$ cat config.mk
export PLATFORM = sky130hd
export DESIGN_NAME = fetch_unit
export DESIGN_NICKNAME = d
export VERILOG_FILES = /design/src/rtl/fetch_unit_pkg.sv /design/src/rtl/fetch_unit_pc_reg.sv /design/src/rtl/fetch_unit.sv
export SDC_FILE = /design/constraint.sdc
export NUM_CORES = 1
export LEC_CHECK = 0
export CORE_ASPECT_RATIO = 0.75
export CORE_MARGIN = 4
export CORE_UTILIZATION = 40
export DETAILED_ROUTE_END_ITERATION = 10
export PLACE_DENSITY = 0.71
export SLEW_MARGIN = 10
export SYNTH_ARGS = -nofsm -noshare
export SYNTH_HDL_FRONTEND = slang
export SYNTH_SLANG_ARGS = --single-unit
export TNS_END_PERCENT = 5
$ cat constraint.sdc
create_clock -name clk -period 3.2 [get_ports clk]
set_input_delay 0.64 -clock clk [delete_from_list [all_inputs] [get_ports clk]]
set_output_delay 0.64 -clock clk [all_outputs]
set_load 0.02 [all_outputs]
$ cat src/rtl/fetch_unit_pkg.sv
// Shared constants and state encoding for the instruction fetch unit.
package fetch_unit_pkg;

    localparam int unsigned XLEN = 32;

    localparam logic [XLEN-1:0] RESET_PC_DEFAULT = 32'h0000_0000;
    localparam logic [XLEN-1:0] NOP_INSTR        = 32'h0000_0013;
    localparam logic [XLEN-1:0] PC_STEP          = 32'h0000_0004;

    typedef enum logic [1:0] {
        ST_REQ  = 2'd0,
        ST_WAIT = 2'd1,
        ST_HOLD = 2'd2
    } fetch_state_t;

    // A redirect target is usable only if it lands on a 32-bit word.
    function automatic logic is_word_aligned(input logic [1:0] addr_lsb);
        return (addr_lsb == 2'b00);
    endfunction

endpackage

$ cat src/rtl/fetch_unit_pc_reg.sv
// Program counter with next-PC select; PC+4 is kept registered alongside PC.
module pc_reg
    import fetch_unit_pkg::*;
#(
    parameter logic [XLEN-1:0] RESET_PC = RESET_PC_DEFAULT
) (
    input  logic            clk,
    input  logic            reset,
    input  logic            load,
    input  logic            pcsrc,
    input  logic [XLEN-1:0] pctarget,
    output logic [XLEN-1:0] pc,
    output logic [XLEN-1:0] pcplus4
);

    logic [XLEN-1:0] pc_next_c;

    // Redirect to target or fall through to the sequential address.
    always_comb begin
        pc_next_c = pcsrc ? pctarget : pcplus4;
    end

    // PC and PC+4 update together so both stay stable while held.
    always_ff @(posedge clk or negedge reset) begin
        if (!reset) begin
            pc      <= RESET_PC;
            pcplus4 <= RESET_PC + PC_STEP;
        end else if (load) begin
            pc      <= pc_next_c;
            pcplus4 <= pc_next_c + PC_STEP;
        end
    end

endmodule

$ cat src/rtl/fetch_unit.sv
// Single-outstanding instruction fetch: request, wait for response, hold for decode.
module fetch_unit
    import fetch_unit_pkg::*;
#(
    parameter logic [XLEN-1:0] RESET_PC = RESET_PC_DEFAULT
) (
    input  logic            clk,
    input  logic            reset,
    output logic            imem_req_valid,
    output logic [XLEN-1:0] imem_req_addr,
    input  logic            imem_req_ready,
    input  logic            imem_rsp_valid,
    input  logic [XLEN-1:0] imem_rsp_data,
    output logic            instr_valid,
    input  logic            instr_ready,
    output logic [XLEN-1:0] Instr,
    output logic [XLEN-1:0] PC,
    output logic [XLEN-1:0] PCPlus4,
    input  logic            PCSrc,
    input  logic [XLEN-1:0] PCTarget,
    output logic            misaligned
);

    fetch_state_t state;
    fetch_state_t state_next;
    logic         misaligned_next;
    logic         pc_load;
    logic         instr_load;
    logic         consume;

    // Next-state, halt detection and load strobes.
    always_comb begin
        state_next      = state;
        misaligned_next = misaligned;
        pc_load         = 1'b0;
        instr_load      = 1'b0;
        consume         = instr_valid & instr_ready;
        case (state)
            ST_REQ: begin
                if (imem_req_valid && imem_req_ready) begin
                    state_next = ST_WAIT;
                end
            end
            ST_WAIT: begin
                if (imem_rsp_valid) begin
                    instr_load = 1'b1;
                    state_next = ST_HOLD;
                end
            end
            ST_HOLD: begin
                if (consume) begin
                    state_next = ST_REQ;
                    if (PCSrc && !is_word_aligned(PCTarget[1:0])) begin
                        misaligned_next = 1'b1;
                    end else begin
                        pc_load = 1'b1;
                    end
                end
            end
            default: state_next = ST_REQ;
        endcase
    end

    // State plus registered handshake outputs derived from the next state.
    always_ff @(posedge clk or negedge reset) begin
        if (!reset) begin
            state          <= ST_REQ;
            misaligned     <= 1'b0;
            imem_req_valid <= 1'b0;
            instr_valid    <= 1'b0;
        end else begin
            state          <= state_next;
            misaligned     <= misaligned_next;
            imem_req_valid <= (state_next == ST_REQ) && !misaligned_next;
            instr_valid    <= (state_next == ST_HOLD);
        end
    end

    // Instruction register captures only the response to our own request.
    always_ff @(posedge clk or negedge reset) begin
        if (!reset) begin
            Instr <= NOP_INSTR;
        end else if (instr_load) begin
            Instr <= imem_rsp_data;
        end
    end

    pc_reg #(
        .RESET_PC (RESET_PC)
    ) u_pc_reg (
        .clk      (clk),
        .reset    (reset),
        .load     (pc_load),
        .pcsrc    (PCSrc),
        .pctarget (PCTarget),
        .pc       (PC),
        .pcplus4  (PCPlus4)
    );

    assign imem_req_addr = PC;

endmodule

* Yosys cells after proc, flatten, opt, wreduce, memory -nomap -nowiden
Index checks and enable logic that the tools add are counted.
Cells by class: add/subtract/negate cells 1, equality and inequality tests 3, muxes and demuxes 13, bitwise gates (word level) 1, reductions and logical operators 8
Operators by type and width (number):
- 32-bit by 3-bit adder with 32-bit output (second input constant) | 1
- 32-bit two-way mux | 1
- 1-bit two-way mux | 8
- 2-bit logical NOT | 3
- 2-bit two-way mux | 3
- 2-bit one-hot mux with 3 select lines | 1
- 2-bit equality test (second input constant) | 2
- 1-bit logical AND | 3
- 2-bit by 1-bit equality test with 1-bit output (second input constant) | 1
- 1-bit logical NOT | 2
- 1-bit AND | 1
Word-level totals: register bits after elaboration 101, output and inout bits 131, logic and storage cells 33

* Logic depth before layout (Yosys ltp)
depth after elaboration 8, mapped depth 14, gate-level depth less buffers 8

* Hierarchy
Synthesis repeated with hierarchy kept, for this count alone.
Second synthesis, totals: cells, all modules 564, area total of the unflattened synthesis 5666.7 um^2
Modules (own cells, without submodules):
- pc_reg | instances 1, cells each 447, area an instance 3898.7 um^2, sequential area each 1552.7 um^2
- fetch_unit | instances 1, cells each 117, area an instance 1767.9 um^2, sequential area each 929.6 um^2

* Least setup slack after synthesis
No wires, ideal clock.
path type input to register, start point input port PCSrc, end point register u_pc_reg.pcplus4[30], arrival 3.096 ns, slack -0.022 ns, stages on the path 13, path buffers 5, cells stage by stage buf_6 > buf_8 > buf_8 > buf_6 > buf_2 > mux2_2 > ha_1 > nand4_1 > nor2_2 > o21ai_1 > or3_1 > or2_0 > a221o_1
On the way: elaborated cells on any way between the ends 6
RTL lines:
- start: declaration | RTL line fetch_unit.sv:19 | input logic PCSrc,
- 32-bit two-way mux | RTL line fetch_unit_pc_reg.sv:20 | pc_next_c = pcsrc ? pctarget : pcplus4;
- via u_pc_reg.pc_next_c[2] | RTL line fetch_unit_pc_reg.sv:16 | logic [XLEN-1:0] pc_next_c;
- 32-bit by 3-bit adder with 32-bit output | RTL line fetch_unit_pc_reg.sv:30 | pcplus4 <= pc_next_c + PC_STEP;
- end signal: assignment | RTL line fetch_unit_pc_reg.sv:27 | pcplus4 <= RESET_PC + PC_STEP;
- end signal: assignment | RTL line fetch_unit_pc_reg.sv:30
- end: declaration | RTL line fetch_unit_pc_reg.sv:13 | output logic [XLEN-1:0] pcplus4
The timed path passes the listed nets, and every way through them passes these cells. A chain may end at the register's enable or synchronous reset.

* Worst setup path in the final report
start point input port PCTarget[3], end point register u_pc_reg.pcplus4[30]
On the way: longest elaborated chain between the ends 2
RTL lines:
- start: declaration | RTL line fetch_unit.sv:20 | input logic [XLEN-1:0] PCTarget,
- 32-bit two-way mux | RTL line fetch_unit_pc_reg.sv:20
- via u_pc_reg.pc_next_c[3] | RTL line fetch_unit_pc_reg.sv:16
- 32-bit by 3-bit adder with 32-bit output | RTL line fetch_unit_pc_reg.sv:30
The timed path passes the listed nets, and every way through them passes these cells.

==> flow_metrics.py <==
metrics = {
    "outcome": {
        "run_status": "finished clean",
    },
    "global_routing": {
        "overflow": 0,
        "first_global_vias": 5474,
        "grt_antenna_before_repair": 0,
        "grt_max_degree": 66,
        "grtUsageTotal_pct": 21.53,
        "first_pass_grt_wire_length_um": 29040,
    },
    "power": {
        "peakVddDrop_v": 0.0003767,
        "total_leakage_power_nw": 3.229,
        "share_comb_of_total_power_pct": 48.1,
        "netSwitchingPower_w": 0.002401,
        "p_sw_share_pct": 38.68,
        "power_frac_seq_pct": 34.2,
        "share_clk_of_total_power_pct": 17.7,
        "internal_power_w": 0.003806,
        "power.density_nw_per_um2": 772.3,
    },
    "floorplanning": {
        "core_region_area_um2": 13890,
        "floorplan_die_height_um": 111.8,
        "die_area_um2": 16380,
        "initial_util_pct": 41.41,
        "design.portCount": 201,
        "chipWidth_um": 146.5,
        "floorplan.rows": 37,
    },
    "clock_tree": {
        "max-clock-path-buffers": 2,
        "numClockSinks": 99,
        "cts_buffers": 9,
        "postCtsSetupRepairBufs": 0,
        "cts_hold_buffers": 0,
        "insertion_delay_ns": 0.35,
        "htreeDepth": 3,
        "cts_tree": "yes",
        "clkSlewWorstSetupHoldPaths_ns": 0.08,
        "root_buffer": "clkbuf_16",
        "cts-resized-gates": 0,
    },
    "setup_path": {
        "cp_data_arrival_time_ns": 2.96,
        "critPathCaptureType": "register",
        "worst_ep_required_time_ns": 3.43,
        "worst_r2r_path_depth": 8,
        "critical_path.startpoint_type": "input pin",
        "timing.rr.end": "u_pc_reg.pcplus4[30]",
        "crit_path_class": "input pin to register",
        "r2r_setup_slack_ns": 0.69,
        "regToRegStartpoint": "u_pc_reg.pcplus4[2]",
        "path_max_fanout": 7,
    },
    "synth": {
        "async_flop_share_pct": 100.0,
        "ys_warn_count": 0,
        "synth.top_cells.by_count": "95 x dfrtp_1, 68 x nand2_1, 47 x o21ai_0",
        "synth_top_flop_cell": "dfrtp_1",
        "yosys.area.top_type_share_pct": 41.34,
        "post_synth.cell_area_avg_um2": 9.681,
        "synth_top_cell_by_area": "dfrtp_1",
        "synth_enable_flop_cells": 0,
        "netlist-cell-type-count": 69,
        "most_used_standard_cell_by_instance_count_after_synthesis": "dfrtp_1",
        "cell_types_with_the_largest_area_share_after_synthesis": "dfrtp_1 41%, mux2_2 7.0%, mux2i_1 4.9%, buf_4 4.6%, nand2_1 4.4%",
        "mappedNetlistNets": 665,
        "seq_area_frac_synth_pct": 43.17,
        "synthesis.area_um2": 5751,
        "count_of_state_elements_after_synthesis": 99,
        "syn_inst": 594,
    },
    "finish": {
        "proportion_of_layout_cells_with_a_drive_suffix_above_1_pct": 12.60,
        "final_design_area_no_fill_um2": 8036,
        "nets": 828,
        "flow.area_growth_from_synthesis_pct": 39.75,
        "n_antenna_cell": 0,
    },
    "place": {
        "post_dp_cell_area_um2": 7744,
        "dp_hpwl_um": 13000,
        "place.gp.congestion": 0.8704,
        "buffer_ports.inserted": 200,
    },
    "sta": {
        "fmaxAchievable_mhz": 366.3,
        "post-route-period-util_pct": 85.32,
        "totalNegativeSetupSlack_ns": 0,
        "max-slew-margin-rel_pct": 41.72,
        "worst_pin_slew_ns": 0.8742,
        "number_of_max_slew_violations_in_the_final_report": 0,
        "layout_min_cycle_time_ns": 2.730,
        "timing.final.setup_violations": 0,
        "timing.final.hold_violations": 0,
        "skew_ns": 0.009455,
        "setup_repair_after_global_routing_missed_its_margin": "no",
    },
    "job": {
        "max-cap-violations": 0,
    },
    "detailed_routing": {
        "finalWirelength_um": 17560,
        "drt_first_pass_iters": 8,
        "antenna_violating_nets_post_route": 0,
        "vias": 5280,
        "drt-initial-drc-count": 479,
        "route.detailed.drc": 0,
        "routed_wire_length_per_instance_um": 18.74,
        "vias_per_cell": 5.635,
    },
    "hold_path": {
        "hp-class": "input pin to asynchronous set/reset pin",
    },
}
## power groups by stage
stage | Clock, W | Combinational [W] | Sequential (W)
6_report | 0.00110 | 0.00298 | 0.00212
5_1_grt | 0.00117 | 0.00317 | 0.00221
4_1_cts | 0.00112 | 0.00302 | 0.00213
3_5_place_dp | 0 | 0.00301 | 0.00215
3_3_place_gp | 0 | 0.00298 | 0.00212
2_1_floorplan | 0 | 0.00110 | 0.00264
## how the worst max path moves through the flow
stage,from,end,slack [ns]
6_report,PCTarget[3],u_pc_reg.pcplus4[30],0.47
5_1_grt,PCTarget[4],u_pc_reg.pcplus4[29],0.35
3_3_place_gp,PCTarget[2],u_pc_reg.pcplus4[30],0.19
3_5_place_dp,PCTarget[3],u_pc_reg.pcplus4[30],0.11
4_1_cts,PCTarget[3],u_pc_reg.pcplus4[30],0.48
2_1_floorplan,PCSrc,u_pc_reg.pcplus4[30],0.01
## metrics by stage
step	worst slack (ns)	instances	power [W]	util, %	hold WS, ns
after floorplan	0.01140	594	0.003742	-	0.3444
after global placement	0.1856	921	0.005092	55.76	0.4635
after detailed placement	0.1106	921	0.005157	55.76	0.4734
after CTS	0.4849	937	0.006267	57.86	0.4443
after global routing	0.3486	937	0.006550	57.86	0.4675
final	0.4698	937	0.006207	57.86	0.3941
## routing by layer
metal / vias up / GRT usage [%] / wire, um
met4: 0 / 5.952 / 309
met2: 237 / 34.34 / 8296
met3: 26 / 5.126 / 1342
met5: - / 0 / 0
li1: 2448 / - / -
met1: 2569 / 29.47 / 7610
## cell type report
class	count	area (um^2)
Inverter	6	22.52
Clock buffer	10	239.0
Multi-Input combinational cell	420	2828
Tap cell	175	219.0
Timing Repair Buffer	221	2192
Fill cell	1195	5852
Clock inverter	6	53.80
Sequential cell	99	2482
## placed cells by master, fill, tap and decap left out, types with 10 or more instances in the layout
cell type	Yosys	final
nand2_1	68	68
buf_4	35	20
nor2b_1	10	10
a22oi_1	13	13
dfrtp_1	95	95
nor3_1	12	12
mux2i_1	28	28
nand3_1	19	19
xnor2_1	11	11
mux2_2	36	36
nor2_1	29	29
o21ai_0	47	47
xor2_1	10	10
a21oi_1	23	22
clkdlybuf4s50_1	0	198
## kinds of logic (layout without fill, tap and decap cells)
| kind of cell | Yosys count | in the layout | share of synthesized area, % |
|---|---|---|---|
| xor+xnor | 21 | 21 | 3.198 |
| mux | 64 | 64 | 11.92 |
| buf+inv | 75 | 243 | 7.963 |
| fa+ha+maj | 1 | 1 | 0.2175 |
| compound gates | 138 | 138 | 15.56 |
| simple gates | 196 | 196 | 17.97 |
| flops | 99 | 99 | 43.17 |
## critical path: stages
cell	delay [ns]
clkdlybuf4s50_1	0.49
mux2_2	0.17
ha_2	0.23
nand4_1	0.16
nor2_4	0.22
o21ai_2	0.09
or3_1	0.39
or2_0	0.22
a221o_1	0.35
Note: power is estimated with default switching activity, not from simulation.
